===== src/rtl/instr_seq.sv =====
// Instruction sequencer: fetches instruction words, decodes the class field and
// issues timed pulse, register-write and qclk-load strobes, with wait states for
// qclk time, sync and fproc handshakes.
// Optional late-pulse detection is enabled by defining INSTR_SEQ_LATE_CHECK_EN.
module instr_seq #(
  parameter int ADDR_WIDTH = 8,
  parameter int TIME_WIDTH = 32
) (
  input  logic                  clk,
  input  logic                  reset,
  input  logic                  start,
  output logic                  mem_rd_en,
  input  logic                  mem_rd_valid,
  input  logic [7:0]            opcode,
  input  logic [TIME_WIDTH-1:0] cmd_time,
  input  logic [ADDR_WIDTH-1:0] jump_addr,
  input  logic [TIME_WIDTH-1:0] qclk_val,
  input  logic                  alu_cond,
  input  logic                  sync_in,
  input  logic                  fproc_in,
  output logic [ADDR_WIDTH-1:0] instr_ptr,
  output logic                  c_strobe,
  output logic                  reg_write_en,
  output logic                  qclk_load_en,
  output logic                  sync_out_ready,
  output logic                  fproc_out_ready,
  output logic                  busy,
  output logic                  done,
  output logic                  late_err
);

`ifdef INSTR_SEQ_LATE_CHECK_EN
  localparam bit LATE_CHECK = 1'b1;
`else
  localparam bit LATE_CHECK = 1'b0;
`endif

  // Instruction class codes carried in opcode[7:3].
  localparam logic [4:0] CLS_REG_I_ALU   = 5'h01;
  localparam logic [4:0] CLS_REG_ALU     = 5'h02;
  localparam logic [4:0] CLS_REG_WRITE_I = 5'h03;
  localparam logic [4:0] CLS_JUMP_I      = 5'h04;
  localparam logic [4:0] CLS_JUMP_COND_I = 5'h05;
  localparam logic [4:0] CLS_INC_QCLK    = 5'h06;
  localparam logic [4:0] CLS_INC_QCLK_I  = 5'h07;
  localparam logic [4:0] CLS_PULSE_I     = 5'h08;
  localparam logic [4:0] CLS_WAIT_SYNC   = 5'h09;
  localparam logic [4:0] CLS_WAIT_FPROC  = 5'h0A;
  localparam logic [4:0] CLS_DONE        = 5'h0B;

  typedef enum logic [2:0] {
    S_IDLE,
    S_FETCH,
    S_EXEC,
    S_WAIT_TIME,
    S_WAIT_SYNC,
    S_WAIT_FPROC,
    S_DONE
  } state_t;

  state_t                  state;
  logic [4:0]              cls_q;
  logic [TIME_WIDTH-1:0]   cmd_time_q;
  logic [ADDR_WIDTH-1:0]   jump_addr_q;
  logic                    late_err_q;

  logic [TIME_WIDTH-1:0]   time_diff;
  logic                    time_zero;
  logic                    time_late;
  logic                    time_future;
  logic                    time_hit;
  logic                    in_exec;
  logic                    advance;
  logic                    jump;

  // Only the class field steers execution; the low opcode bits are don't-care.
  logic                    unused_opcode_bits;
  assign unused_opcode_bits = ^opcode[2:0];

  // Signed distance to the command time, modulo the qclk width.
  assign time_diff   = cmd_time_q - qclk_val;
  assign time_zero   = (time_diff == '0);
  assign time_late   = time_diff[TIME_WIDTH-1];
  assign time_future = !time_zero && !time_late;
  assign time_hit    = (qclk_val == cmd_time_q);
  assign in_exec     = (state == S_EXEC);

  // Execute strobes are compared against the live qclk_val, so they are decoded
  // from the registered state and latched instruction rather than re-registered.
  assign c_strobe = (in_exec && cls_q == CLS_PULSE_I &&
                     (time_zero || (time_late && !LATE_CHECK))) ||
                    (state == S_WAIT_TIME && time_hit);

  assign reg_write_en = in_exec && (cls_q == CLS_REG_WRITE_I ||
                                    cls_q == CLS_REG_I_ALU   ||
                                    cls_q == CLS_REG_ALU);

  assign qclk_load_en = in_exec && (cls_q == CLS_INC_QCLK ||
                                    cls_q == CLS_INC_QCLK_I);

  assign late_err = late_err_q;

  // Decide whether this cycle ends an instruction by stepping or jumping.
  always_comb begin
    // NOTE: every always_comb output gets a default first so no path infers a latch.
    advance = 1'b0;
    jump    = 1'b0;
    case (state)
      S_EXEC: begin
        case (cls_q)
          CLS_PULSE_I:     advance = !time_future;
          CLS_JUMP_I:      jump    = 1'b1;
          CLS_JUMP_COND_I: begin
            jump    = alu_cond;
            advance = !alu_cond;
          end
          CLS_WAIT_SYNC, CLS_WAIT_FPROC, CLS_DONE: ;
          default:         advance = 1'b1;
        endcase
      end
      S_WAIT_TIME:  advance = time_hit;
      S_WAIT_SYNC:  advance = sync_in;
      S_WAIT_FPROC: advance = fproc_in;
      default: ;
    endcase
  end

  always_ff @(posedge clk or posedge reset) begin
    if (reset) begin
      // NOTE: the latched instruction is reset too, so nothing from a prior run
      // can be executed after reset.
      state           <= S_IDLE;
      instr_ptr       <= '0;
      cls_q           <= '0;
      cmd_time_q      <= '0;
      jump_addr_q     <= '0;
      late_err_q      <= 1'b0;
      mem_rd_en       <= 1'b0;
      sync_out_ready  <= 1'b0;
      fproc_out_ready <= 1'b0;
      busy            <= 1'b0;
      done            <= 1'b0;
    end else begin
      // NOTE: state registers use non-blocking assignments so every branch sees
      // the pre-edge values regardless of statement order.
      mem_rd_en <= 1'b0;

      if (advance || jump) begin
        instr_ptr       <= jump ? jump_addr_q : instr_ptr + ADDR_WIDTH'(1);
        state           <= S_FETCH;
        mem_rd_en       <= 1'b1;
        sync_out_ready  <= 1'b0;
        fproc_out_ready <= 1'b0;
      end

      if (LATE_CHECK && in_exec && cls_q == CLS_PULSE_I && time_late)
        late_err_q <= 1'b1;

      case (state)
        S_IDLE, S_DONE: begin
          if (start) begin
            instr_ptr  <= '0;
            late_err_q <= 1'b0;
            state      <= S_FETCH;
            mem_rd_en  <= 1'b1;
            busy       <= 1'b1;
            done       <= 1'b0;
          end
        end
        S_FETCH: begin
          if (mem_rd_valid) begin
            cls_q       <= opcode[7:3];
            cmd_time_q  <= cmd_time;
            jump_addr_q <= jump_addr;
            state       <= S_EXEC;
          end
        end
        S_EXEC: begin
          // Strobes seen during this cycle never satisfy the wait being entered.
          case (cls_q)
            CLS_PULSE_I:    if (time_future) state <= S_WAIT_TIME;
            CLS_WAIT_SYNC: begin
              state          <= S_WAIT_SYNC;
              sync_out_ready <= 1'b1;
            end
            CLS_WAIT_FPROC: begin
              state           <= S_WAIT_FPROC;
              fproc_out_ready <= 1'b1;
            end
            CLS_DONE: begin
              state <= S_DONE;
              busy  <= 1'b0;
              done  <= 1'b1;
            end
            default: ;
          endcase
        end
        S_WAIT_TIME, S_WAIT_SYNC, S_WAIT_FPROC: ;
        default: state <= S_IDLE;
      endcase
    end
  end

endmodule


===== config.mk =====
export PLATFORM = sky130hd
export DESIGN_NAME = instr_seq
export DESIGN_NICKNAME = d
export VERILOG_FILES = /design/src/rtl/instr_seq.sv
export SDC_FILE = /design/constraint.sdc
export NUM_CORES = 1
export LEC_CHECK = 0
export BUFFER_PORTS_ARGS = -buffer_cell sky130_fd_sc_hd__buf_2
export CORE_MARGIN = 2
export CORE_UTILIZATION = 25
export CTS_BUF_LIST = sky130_fd_sc_hd__clkbuf_4
export CTS_CLUSTER_DIAMETER = 200
export CTS_CLUSTER_SIZE = 10
export DETAILED_ROUTE_END_ITERATION = 12
export GPL_TIMING_DRIVEN = 0
export SLEW_MARGIN = 0
export SYNTH_ARGS = -nofsm -noshare
export SYNTH_HDL_FRONTEND = slang
export SYNTH_SLANG_ARGS = --single-unit

===== constraint.sdc =====
create_clock -name clk -period 8.65 [get_ports clk]
set_input_delay 1.73 -clock clk [delete_from_list [all_inputs] [get_ports clk]]
set_output_delay 1.73 -clock clk [all_outputs]
set_load 0.03 [all_outputs]

# == Word-level counts from Yosys, hierarchy flattened ==
# Index checks and enable logic that the tools add are counted.
# totals
elab_cells,85
mem_bits_rw,0
input_bits,87
mem_bits_ro,0
latchBits,0
ff_bits,61
memories,0
out_inout_bits,17
# classes
magnitude_cmp,0
eq_ne,20
n_div,0
n_reduce_logical,24
n_mux,29
multipliers,0
add_sub_neg,2
n_bitwise,0
n_shift,0
# op_table
cell,count
== test 32 bit,1
logical NOT 32 bit,1
2-to-1 mux 8 bit,4
subtractor 32 bit,1
case mux 3 bit (4 select lines),2
"== test 5 x 3 -> 1 bit, second input constant",4
"== test 5 x 4 -> 1 bit, second input constant",4
2-to-1 mux 1 bit,14
2-to-1 mux 3 bit,4
"== test 5 x 2 -> 1 bit, second input constant",2
"== test 3 bit, second input constant",3
"adder 8 x 1 -> 8 bit, second input constant",1
"== test 3 x 2 -> 1 bit, second input constant",2
logical AND 1 bit,6
logical OR 1 bit,6
case mux 1 bit (2 select lines),3
"== test 5 x 1 -> 1 bit, second input constant",1
logical NOT 1 bit,4
case mux 1 bit (4 select lines),1
OR reduction 4 bit,1
"== test 3 x 1 -> 1 bit, second input constant",1
logical NOT 3 bit,1
case mux 1 bit (3 select lines),1
AND reduction 3 bit,1
6 further kinds,6

# == Depth between registers and ports, before layout ==
# depth
depth_word,12
depth_mapped,15
mapped_depth_nobuf,14

# == Least setup slack after synthesis ==
# Ideal clock, no wire load.
# synth_timing
path_kind,input to output
from,input port qclk_val[10]
to,output port c_strobe
required_time_ns,6.920
path_slack_ns,2.319
cell_stages,13
n_path_buf,1
arrival_time_ns,4.601
path_cell_list,inv_1 > ha_1 > buf_6 > a21oi_1 > o32ai_1 > or4_4 > a2111oi_4 > nand4_1 > or4_1 > nor4_1 > a31o_2 > nand2_1 > nand2_1
# synth_via
elab_chain_cells,5
elab_cells_between_ends,7
classes_between,1 x add/sub; 1 x eq/ne; 5 x reduce/logical
# synth_rtl
element,line_no,rtl
"start, declared",17,"input logic [TIME_WIDTH-1:0] qclk_val,"
subtractor 32 bit,81,assign time_diff = cmd_time_q - qclk_val;
logical NOT 32 bit,82,assign time_zero = (time_diff == '0);
logical OR 1 bit,91,(time_zero || (time_late && !LATE_CHECK))) ||
logical AND 1 bit,90,assign c_strobe = (in_exec && cls_q == CLS_PULSE_I &&
logical OR 1 bit *,91,
"end, declared",22,"output logic c_strobe,"
# Mark *: on every way between the ends. The rest lies on a longest branch, timed or not.

# == Worst setup path after layout ==
# layout_timing
from,input port qclk_val[21]
to,output port c_strobe
# Same word-level chain as after synthesis.

==> flow_summary.json <==
{
  "slew_viol_final": 0,
  "power_mw": 2.14,
  "path_class": "in -> out",
  "dr_wl_met2_um": 7560,
  "cp.required_ps": 6920,
  "critPathTopFamily": "compound AO/OA/AOI/OAI gates",
  "drt-total-wl_um": 15900,
  "cts_sinks": 61,
  "path_buf_inv": 4,
  "wl_met1_um": 6990,
  "clk_latency_ps": 470,
  "drv_cap": 0,
  "drc": 0,
  "die_w_um": 146,
  "grt_use_total": 0.151,
  "max_freq_mhz": 143,
  "most-common-layout-cells": "buf_2, dfrtp_1, nand2_1",
  "crit_fanout": 9,
  "grt_pass1_vias": 4977,
  "seq_area_frac_synth": 0.301,
  "syn_avg_cell_area_um2": 8.37,
  "p_leak_nw": 2.73,
  "ant_nets": 0,
  "post-place-ws_ps": 1730,
  "min_path_type": "reg -> reg",
  "whs_ps": 491,
  "grt_overflow": 0,
  "cp-start-kind": "primary input",
  "skew_ps": 20.0,
  "rsz0062_at_grt": "false",
  "finalCritPeriodShare": 0.811,
  "die_h_um": 146,
  "grt_pass1_wl_um": 25700,
  "antenna_found_initial": 4,
  "ys_types": 64,
  "final_common_cell": "buf_2",
  "path_clk_slew_ps": 100,
  "dr_total_vias": 4972,
  "routed.top_layer": "met5",
  "ys_ff_latch": 61,
  "cp-end-kind": "primary output",
  "critical_path_arrival_ps": 5290,
  "syn_to_final_growth_pct": 19.8,
  "rows": 52,
  "worstMarginPinSlew_ps": 988,
  "setup_ws_ps": 1630,
  "syn_nets": 725,
  "cts_resized": 0,
  "grt_max_degree": 41,
  "portBuffers": 99,
  "synth-edff-count": 0,
  "finalCriticalPeriod_ps": 7020,
  "routabilityCongestion": 0.946,
  "slew_headroom": 0.340,
  "drive_gt1_frac": 0.251,
  "drtIter0Drc": 338,
  "vias_per_cell": 5.00,
  "async_flop_share": 1.00,
  "core_um2": 20000,
  "wl_per_cell_um": 16.0,
  "cts_setup_buffers": 0,
  "final_nets": 836,
  "cpMaxStageDelayCell": "a221oi_1",
  "synth_cells": 606,
  "firstDrtPassIters": 5,
  "finalSetupTns_ps": 0,
  "clockRootBuffer": "clkbuf_4",
  "run_status": "completed",
  "hold_violations": 0,
  "path_cells": "buf_2 -> inv_1 -> ha_1 -> clkbuf_1 -> a21o_1 -> a31oi_1 -> a221oi_1 -> mux2i_1 -> a2111oi_0 -> o211ai_1 -> nor4_1 -> a31o_2 -> nand2_1 -> nand2_1 -> buf_2",
  "p_per_area_nw_per_um2": 352,
  "die_area_um2": 21400,
  "ys.warnings.count": 0,
  "fillers": 2265,
  "top_level_ports": 104,
  "h-tree-depth": 3,
  "tritoncts": "built",
  "ys.flop_type": "dfrtp_1",
  "max_stage_delay_ps": 650,
  "initial_utilization": 0.253,
  "synth_area_um2": 5070,
  "dpl.hpwl_um": 12800,
  "final_util": 0.303,
  "vdd_ir_drop_max_mv": 0.167,
  "hold_buffers": 0,
  "clockBufferDepth": 2,
  "wl_met3_um": 1030,
  "cts_made_buffers": 9,
  "setup_violations": 0
}
where the power goes:
part           internal [mW]  switching [mW]
Sequential             0.421          0.0883
Clock                 0.0888           0.131
Combinational          0.561           0.850
Total                   1.07            1.07
final timing paths:
| path | start | endpoint | slack, ps | cells past startpoint |
|---|---|---|---|---|
| hold reg to reg | busy$_DFFE_PP0P_ | busy$_DFFE_PP0P_ | 490 | 2 |
| min in group asynchronous | reset | cmd_time_q[9]$_DFFE_PP0P_ | 1290 | 2 |
| max in group asynchronous | reset | state[2]$_DFF_PP0_ | 6730 | 3 |
| hold / removal | busy$_DFFE_PP0P_ | busy$_DFFE_PP0P_ | 490 | 2 |
| setup reg to reg | cmd_time_q[21]$_DFFE_PP0P_ | instr_ptr[7]$_DFF_PP0_ | 4300 | 14 |
| setup / recovery | qclk_val[21] | c_strobe | 1630 | 15 |
layout make-up:
type / count / area (µm²) / area share
multi-input cells: 463 / 3220 / 0.531
flip-flops and latches: 61 / 1530 / 0.251
repair buffers: 100 / 515 / 0.0849
well taps: 270 / 338 / 0.0556
inverters: 48 / 180 / 0.0297
plain buffers: 34 / 141 / 0.0233
clock inverters: 7 / 73.8 / 0.0122
clock buffers: 9 / 67.6 / 0.0111
diodes: 3 / 7.51 / 0.00124
per-stage QoR:
step,instances,cell area [µm²]
after floorplan,606,5070
after global placement,975,5900
after detailed placement,976,5920
after CTS,992,6070
after global routing,993,6070
final,995,6070
flip-flops by register name, indices dropped and copies added, names as in the netlist:
| signal | cells |
|---|---|
| done | 1 |
| state | 3 |
| cls_q | 5 |
| jump_addr_q | 8 |
| fproc_out_ready | 1 |
| mem_rd_en | 1 |
| cmd_time_q | 32 |
| busy | 1 |
| sync_out_ready | 1 |
| instr_ptr | 8 |
routing by layer:
layer	vias to the layer above	GRT usage
met4	2	0.0451
met2	161	0.254
met5	-	0
met1	2335	0.187
met3	24	0.0438
li1	2450	-
synthesized netlist by cell type, types with 4 or more instances:
cell type | n | area share
mux2_2 | 47 | 0.10
and2_1 | 5 | 0.0062
xnor2_1 | 13 | 0.022
nor2_1 | 35 | 0.026
a211o_1 | 5 | 0.0086
a21oi_1 | 51 | 0.050
nand3_1 | 18 | 0.018
or2_2 | 6 | 0.0074
mux2i_1 | 5 | 0.0099
o21ai_0 | 35 | 0.035
nor3_1 | 13 | 0.013
and3_1 | 5 | 0.0062
inv_1 | 47 | 0.035
clkbuf_1 | 28 | 0.021
nor3b_1 | 4 | 0.0059
nand2_1 | 52 | 0.038
a21boi_0 | 4 | 0.0059
a211oi_1 | 5 | 0.0074
nand2b_1 | 7 | 0.0086
nand4_1 | 16 | 0.020
xor2_1 | 5 | 0.0086
a21o_1 | 12 | 0.018
dfrtp_1 | 61 | 0.30
nor4_1 | 9 | 0.011
a31oi_1 | 6 | 0.0074
o22ai_1 | 10 | 0.012
ha_1 | 32 | 0.079
o211ai_1 | 9 | 0.013
o21a_1 | 9 | 0.013
kinds of logic after synthesis:
logic type | after synthesis | synth area share
and+or+nand+nor | 188 | 0.188
AOI/OAI and AO/OA | 172 | 0.223
buffers and inverters | 82 | 0.0634
DFF | 61 | 0.301
muxes | 52 | 0.114
adders and majority gates | 32 | 0.0790
xor gates and xnor gates | 18 | 0.0311
other | 1 | 0.000739
worst min-delay path, stage by stage, from the launching register on:
cell and delay, ps:
dfrtp_1 360, nand2_1 50, nand2_1 50
No activity file was read; power rests on OpenSTA's default activity.
